## src/rtl/fwd_hazard_scoreboard_pkg.sv

```systemverilog
// Shared types and constants for the forwarding/hazard scoreboard: shadow-entry layout,
// forward-select encoding and the select-width helper.
package fwd_hazard_scoreboard_pkg;

  localparam int REG_W = 5;
  localparam logic [REG_W-1:0] REG_ZERO = '0;
  localparam int FWD_RF = 0;

  // One shadow pipeline slot: the destination tag of an in-flight instruction.
  typedef struct packed {
    logic             vld;
    logic             wr;
    logic             load;
    logic [REG_W-1:0] dst;
  } shadow_entry_t;

  // Select width wide enough to encode 0 (register file) through DEPTH.
  function automatic int sw_width(input int depth);
    return (depth < 1) ? 1 : $clog2(depth + 1);
  endfunction

endpackage

```

## src/rtl/fwd_prio_sel.sv

```systemverilog
// Per-source priority compare over the shadow pipe: youngest matching producer wins,
// and a load that cannot yet forward flags a load-use hazard.
module fwd_prio_sel
  import fwd_hazard_scoreboard_pkg::*;
#(
  parameter int DEPTH    = 2,
  parameter int LOAD_RDY = 2,
  parameter int SW       = sw_width(DEPTH)
) (
  input  logic [REG_W-1:0]          src,
  input  shadow_entry_t [DEPTH:1]   ents,
  output logic [SW-1:0]             sel,
  output logic                      load_nr
);

  // NOTE: both outputs get a default before the loop so no path leaves them unassigned (no latch).
  always_comb begin
    sel     = SW'(FWD_RF);
    load_nr = 1'b0;
    // Scan oldest to youngest so the smallest matching k is the last one written.
    for (int k = DEPTH; k >= 1; k--) begin
      if (ents[k].vld && ents[k].wr && (ents[k].dst != REG_ZERO) && (ents[k].dst == src)) begin
        sel     = SW'(k);
        load_nr = ents[k].load && (k < LOAD_RDY);
      end
    end
  end

endmodule

```

## src/rtl/fwd_hazard_scoreboard.sv

```systemverilog
// Forwarding/hazard unit for the 5-stage pipeline: shadow tag pipe, registered EX forward
// selects, load-use and mult/div busy stalls.
module fwd_hazard_scoreboard
  import fwd_hazard_scoreboard_pkg::*;
#(
  parameter int N_SRC    = 2,
  parameter int DEPTH    = 2,
  parameter int LOAD_RDY = 2,
  parameter int MD_LAT   = 4,
  parameter int SW       = sw_width(DEPTH)
) (
  input  logic                     clk,
  input  logic                     rst_n,
  input  logic                     ID_Valid,
  input  logic [REG_W*N_SRC-1:0]   ID_Src,
  input  logic [REG_W-1:0]         ID_Dst,
  input  logic                     ID_Wr,
  input  logic                     ID_Load,
  input  logic                     ID_Md_Start,
  input  logic                     ID_Uses_HiLo,
  input  logic                     Flush,
  input  logic                     Hold,
  output logic [SW*N_SRC-1:0]      Fwd_Sel,
  output logic                     Stall,
  output logic                     Md_Busy
);

  localparam int MDW = $clog2(MD_LAT + 1);

  shadow_entry_t [DEPTH:1] shadow;
  logic [MDW-1:0]          md_cnt;
  logic [SW*N_SRC-1:0]     sel_next;
  logic [N_SRC-1:0]        load_nr;
  logic                    md_hazard;
  logic                    kill;
  logic                    issue;

  for (genvar i = 0; i < N_SRC; i++) begin : g_src
    fwd_prio_sel #(
      .DEPTH    (DEPTH),
      .LOAD_RDY (LOAD_RDY),
      .SW       (SW)
    ) u_sel (
      .src     (ID_Src[REG_W*i +: REG_W]),
      .ents    (shadow),
      .sel     (sel_next[SW*i +: SW]),
      .load_nr (load_nr[i])
    );
  end

  assign Md_Busy   = (md_cnt != '0);
  assign md_hazard = (ID_Md_Start || ID_Uses_HiLo) && Md_Busy;
  assign Stall     = ID_Valid && !Flush && ((|load_nr) || md_hazard);
  // A flushed or stalled slot enters EX as a bubble and never starts the mult/div counter.
  assign kill      = Flush || Stall;
  assign issue     = ID_Valid && !kill;

  // NOTE: sequential state uses non-blocking assignments so every register samples pre-edge values.
  always_ff @(posedge clk or negedge rst_n) begin
    if (!rst_n) begin
      shadow  <= '0;
      Fwd_Sel <= '0;
      md_cnt  <= '0;
    end else if (!Hold) begin
      for (int k = DEPTH; k >= 2; k--) begin
        shadow[k] <= shadow[k-1];
      end
      if (kill) begin
        shadow[1] <= '0;
        Fwd_Sel   <= '0;
      end else begin
        shadow[1] <= shadow_entry_t'{vld: ID_Valid, wr: ID_Wr, load: ID_Load, dst: ID_Dst};
        Fwd_Sel   <= ID_Valid ? sel_next : '0;
      end
      if (issue && ID_Md_Start) begin
        md_cnt <= MDW'(MD_LAT);
      end else if (md_cnt != '0) begin
        md_cnt <= md_cnt - 1'b1;
      end
    end
  end

endmodule
```

## config.mk

```make
export PLATFORM = sky130hd
export DESIGN_NAME = fwd_hazard_scoreboard
export DESIGN_NICKNAME = d
export VERILOG_FILES = /design/src/rtl/fwd_hazard_scoreboard_pkg.sv /design/src/rtl/fwd_prio_sel.sv /design/src/rtl/fwd_hazard_scoreboard.sv
export SDC_FILE = /design/constraint.sdc
export NUM_CORES = 1
export LEC_CHECK = 0
export ABC_AREA = 0
export BUFFER_PORTS_ARGS = -buffer_cell sky130_fd_sc_hd__buf_2
export CAP_MARGIN = 20
export CORE_MARGIN = 2
export CORE_UTILIZATION = 30
export DETAILED_ROUTE_END_ITERATION = 10
export PLACE_DENSITY = 0.5
export SLEW_MARGIN = 0
export SYNTH_ARGS = -nofsm -noshare
export SYNTH_HDL_FRONTEND = slang
export SYNTH_SLANG_ARGS = --single-unit
```

## constraint.sdc

```tcl
create_clock -name clk -period 2.3 [get_ports clk]
set_clock_uncertainty 0.2 [all_clocks]
set_input_delay 0 -clock clk [delete_from_list [all_inputs] [get_ports clk]]
set_output_delay 0 -clock clk [all_outputs]
set_load 0.01 [all_outputs]
```

* Word level (Yosys, flattened, before mapping)
Index checks and enable logic that the tools add are counted.
** Word-level totals
- Bits in registers :: 22
- Output and inout port bits :: 6
- Bits of input ports :: 24
** Cells by class
- Bitwise operators :: 1
- Muxes and demuxes :: 11
- Eq/ne operators :: 4
- Reductions and logical operators :: 24
- Add/sub/neg operators :: 1
** Operator list (number)
- 5-bit equality test :: 4
- 1-bit logical AND :: 13
- 5-bit nonzero test :: 2
- 2-bit two-way mux :: 4
- 4-bit two-way mux :: 2
- 8-bit two-way mux :: 1
- 3-bit two-way mux :: 2
- 1-bit logical OR :: 3
- 3-bit nonzero test :: 1
- 3-bit by 1-bit subtractor with 3-bit output, second input constant :: 1
- 1-bit zero test :: 2
- 1-bit two-way mux :: 2
- 2-bit AND reduction :: 1
- 2-bit nonzero test :: 1
- 2-bit OR reduction :: 1
- 1-bit NOT :: 1

* Longest topological paths before layout
- Depth after elaboration :: 13
- Mapped depth :: 7
- Mapped depth without buffers :: 7

* By module
From an unflattened synthesis, not the netlist that was laid out.
** Unflattened totals
- Cell total of the unflattened synthesis :: 151
- Area, all modules :: 1473.9 um2
** Modules (own cells, without submodules)
- fwd_hazard_scoreboard :: cells each 107, area each 1141.1 um2, seq. area each 575.6 um2, instances 1
- fwd_prio_sel :: cells each 22, area each 166.4 um2, seq. area each 0.0 um2, instances 2

* Least setup slack after synthesis
OpenSTA, ideal clock, no wires.
- Kind :: register to register
- From :: reg md_cnt[0]
- To :: reg Fwd_Sel[0]
- Arrival :: 1.651 ns
- Slack :: 0.353 ns
- Stages on the path, launching flop included :: 8
- Setup time :: 0.096 ns
- Clock period less this slack :: 1.947 ns
- Path buffers :: 0
- Path through :: dfrtp_1 inv_1 ha_1 nor2b_1 inv_1 o21ai_0 nand3_1 o31ai_1
** Between the ends
- Word-level cells in the longest chain between the ends :: 6
** RTL lines
- start: declaration :: RTL line fwd_hazard_scoreboard.sv:31 : logic [MDW-1:0] md_cnt;
- start signal: assignment :: RTL line fwd_hazard_scoreboard.sv:76 : md_cnt <= MDW'(MD_LAT);
- start signal: assignment :: RTL line fwd_hazard_scoreboard.sv:78 : md_cnt <= md_cnt - 1'b1;
- 3-bit nonzero test :: RTL line fwd_hazard_scoreboard.sv:51 : assign Md_Busy = (md_cnt != '0);
- named net Md_Busy :: RTL line fwd_hazard_scoreboard.sv:25 : output logic Md_Busy
- 1-bit logical AND :: RTL line fwd_hazard_scoreboard.sv:52 : assign md_hazard = (ID_Md_Start || ID_Uses_HiLo) && Md_Busy;
- 1-bit logical OR :: RTL line fwd_hazard_scoreboard.sv:53 : assign Stall = ID_Valid && !Flush && ((|load_nr) || md_hazard);
- 1-bit logical AND :: RTL line fwd_hazard_scoreboard.sv:53
- 1-bit logical OR :: RTL line fwd_hazard_scoreboard.sv:55 : assign kill = Flush || Stall;
- 4-bit two-way mux :: RTL line fwd_hazard_scoreboard.sv:68 : if (kill) begin
- end signal: assignment :: RTL line fwd_hazard_scoreboard.sv:73 : Fwd_Sel <= ID_Valid ? sel_next : '0;
- end: declaration :: RTL line fwd_hazard_scoreboard.sv:23 : output logic [SW*N_SRC-1:0] Fwd_Sel,
The timed path passes the listed nets, and every way through them passes these cells.
A chain may end at the register's enable or synchronous reset.

* Final worst setup path
- From :: reg md_cnt[0]
- To :: reg md_cnt[0]
** Between the ends
- Word-level cells in the longest chain between the ends :: 10
- Elaborated cells between the ends (all ways) :: 13
** RTL lines
- 3-bit nonzero test :: RTL line fwd_hazard_scoreboard.sv:51, fwd_hazard_scoreboard.sv:77
- 1-bit logical AND :: RTL line fwd_hazard_scoreboard.sv:52
- 1-bit logical OR :: RTL line fwd_hazard_scoreboard.sv:53
- 1-bit logical AND :: RTL line fwd_hazard_scoreboard.sv:53
- 1-bit logical OR :: RTL line fwd_hazard_scoreboard.sv:55
- 1-bit zero test :: RTL line fwd_hazard_scoreboard.sv:56 : assign issue = ID_Valid && !kill;
- 1-bit logical AND :: RTL line fwd_hazard_scoreboard.sv:56
- 1-bit logical AND :: RTL line fwd_hazard_scoreboard.sv:75 : if (issue && ID_Md_Start) begin
- 2-bit nonzero test (no source line)
- 2-bit AND reduction (no source line)
Parallel ways exist; a longest one is shown, timed or not. The select of a mux whose other input is x is not followed.

==> metrics.txt <==
Reg2Reg Launch Point=md_cnt[0]; average cell area after synthesis=10.0 sq um; simple-gate share of the synthesized area=0.155; Ys Warns=0; worst hold path depth=4; register-to-register setup slack=0.11 ns; total track usage=0.133; # IOs=30; worst hold endpoint=Fwd_Sel[1]; syn nets=~150; Post-Synthesis Cells=approximately 130; Layout Nets=between 200 and 250; met3 wire len=between 100 and 150 microns; Hold Violations, Final=0; # DRC=0; Async SR Flop Fraction=1.00; Synth area leader=dfrtp_1; VDD IR max=0.000216 V; Yosys cell types=30; CP max stage delay=0.60 ns; initial DRC count=47; Max Used Layer=met4; mux contribution to synthesized area=0.0616; Routed Antenna Nets=0; XOR/XNOR Fraction of Synth Area=0.144; first-pass GRT wire length=between 5 and 6 mm; drt total wl=about 3.1 mm; final worst-path cycle share=0.952; commonest non-fill, non-tap cells in the layout=29 x buf_2, 22 x dfrtp_1, 17 x dlygate4sd3_1, 11 x xnor2_1, 10 x xor2_1; CTS tree=built; Max Clock Freq=approximately 460 MHz; Crit path max-delay family=buffers and inverters; R2R depth=6; Layout area overhead=32.2%; Static Leak=0.756 nW; Die Area=between 4000 and 5000 sq um; n_diodes=0; max_cap viols=0; num rows=23; R2R Path End=md_cnt[0]; via count=about 1100; share of cells above drive strength 1=0.251; critical path fanouts, max=4; CP endpoint kind=flop; unrepaired setup endpoints after global routing=no; Mapped Area=roughly 1300 sq um; Num CTS Buffers=3; Post-synth EDFFs=0; wire length per cell=~14 microns; CP Buf/Inv Count=2; Core Footprint=between 4000 and 5000 sq um; Worst EP required=2.25 ns; Pre-antenna DRT Iters=4; H-tree levels=1; register bit total from synthesis=22; Worst-Margin Slew=around 0.49 ns; Setup TNS=0 ns; vias in the first global route=about 1200; DR vias/cell=around 5.0; Final Max Slew Viols=0; Die Y=roughly 69 microns; Slew HR=0.677; Min Hold Slack=about 0.004 ns; largest net degree at the start of global routing=23; worst skew pair latency=approximately 0.26 ns; WL met2=~1.5 mm; GRT Residual Overflow=0; CP startpoint kind=flop; top_reg_cell synth=dfrtp_1; top cell type's share of synthesized area=0.430; hold_sp=ID_Uses_HiLo; Seq/Total Area, Yosys=0.430; Root Buffer=clkbuf_8; Critical-path top delay cell=dlygate4sd3_1; Post-Synth Adder-Cell Area=0.0196; port buffer count=29; Sink Count=22; Final setup viols=0; leading cell type in the layout, fill and taps excluded=buf_2; post_cts resized=0; pwr dens=660 nW/um^2; most area-consuming cells after synthesis=dfrtp_1 43%, xnor2_1 7.5%, xor2_1 6.8%; cell-by-cell trace of the critical path=inv_1 > ha_1 > nor2b_1 > nand4_1 > dlygate4sd3_1 > o31a_1; Final Critical Period=2.19 ns; DRT met1 WL=1.37 mm; Initial Utilization=0.315; post-synthesis compound-gate area fraction=0.160; Clock Path Buffers=2; antenna violations before repair=0; largest family of logic cells by synthesized area=compound AO/OA/AOI/OAI gates; type of the worst setup path=flop to flop; HPWL after detailed placement=2.31 mm; GP Congestion=0.914; worst min-delay path category=primary input to flop; crit path DAT=about 2.1 ns; clock transition at the registers of the reported paths=roughly 0.070 ns; status=finished clean; die width=between 60 and 70 microns
-- metrics by stage --
step | power [mW] | setup slack (ns) | util | cells | area (sq um)
2_1_floorplan | 0.754 | 0.353 | - | 128 | 1280
3_3_place_gp | 0.867 | 0.342 | 0.365 | 205 | 1480
3_5_place_dp | 0.871 | 0.321 | 0.365 | 205 | 1480
4_1_cts | 1.13 | 0.103 | 0.417 | 225 | 1690
5_1_grt | 1.20 | 0.00151 | 0.417 | 225 | 1690
6_report | 1.12 | 0.111 | 0.417 | 225 | 1690
-- where the power goes --
part | switching (mW) | leakage, nW | total, mW | internal (mW)
Combinational | 0.181 | 0.445 | 0.364 | 0.183
Clock | 0.118 | 0.0216 | 0.234 | 0.117
Sequential | 0.0656 | 0.290 | 0.519 | 0.453
-- sequential cells by signal (all words and copies together), names as in the netlist --
signal and count:
Fwd_Sel 4, md_cnt 3, shadow 15
-- worst reg2reg max path, stage by stage (launching register included) --
cell and delay, ns:
dfrtp_1 0.36, inv_1 0.13, ha_1 0.18, nor2b_1 0.25, nand4_1 0.12, dlygate4sd3_1 0.60, o31a_1 0.24
-- layout make-up --
type                       count  area (sq um)
clock buffer                   3          41.3
fill                         403          2370
inverter                       4          15.0
multi-input combinational     98           692
sequential                    22           551
tap                           50          62.6
timing repair buffer          48           330
-- per-layer routing --
layer / track usage / up-vias
li1: - / 571
met1: 0.163 / 534
met2: 0.231 / 25
met3: 0.0262 / 4
met4: 0.0458 / 0
met5: 0 / -
-- what timing repair did --
action / CTS / global route
hold buffers: 17 / 0
hold endpoints to repair: 37 / 0
setup buffers: 0 / 0
-- kinds of logic (layout without fill, tap and decap cells) --
family | count (synthesis) | count (layout)
fa+ha+maj | 2 | 2
flops | 22 | 22
xor+xnor | 21 | 21
mux | 7 | 7
buf+inv | 8 | 55
compound gates | 29 | 29
simple gates | 39 | 39
-- worst max-delay path by stage --
stage / from / to / slack [ns] / depth (start not counted)
global route: md_cnt[0] / md_cnt[0] / 0.002 / 6
global placement: shadow[0] / md_cnt[0] / 0.34 / 5
detailed placement: shadow[0] / md_cnt[0] / 0.32 / 5
CTS: md_cnt[0] / md_cnt[0] / 0.10 / 6
floorplan: md_cnt[0] / Fwd_Sel[0] / 0.35 / 7
finish: md_cnt[0] / md_cnt[0] / 0.11 / 6
-- cell usage after synthesis (2+ instances only) --
| cell type | number |
|---|---|
| nand4_1 | 5 |
| nor4_1 | 2 |
| xor2_1 | 10 |
| nand3_1 | 8 |
| xnor2_1 | 11 |
| a21oi_1 | 3 |
| a32oi_1 | 7 |
| o31ai_1 | 4 |
| dfrtp_1 | 22 |
| o21ai_1 | 9 |
| nor3_1 | 4 |
| or4_1 | 2 |
| ha_1 | 2 |
| inv_1 | 4 |
| mux2_2 | 7 |
| clkbuf_1 | 2 |
| nand2_1 | 8 |
| nor2_1 | 6 |
Note: power is estimated with default switching activity, not from simulation.
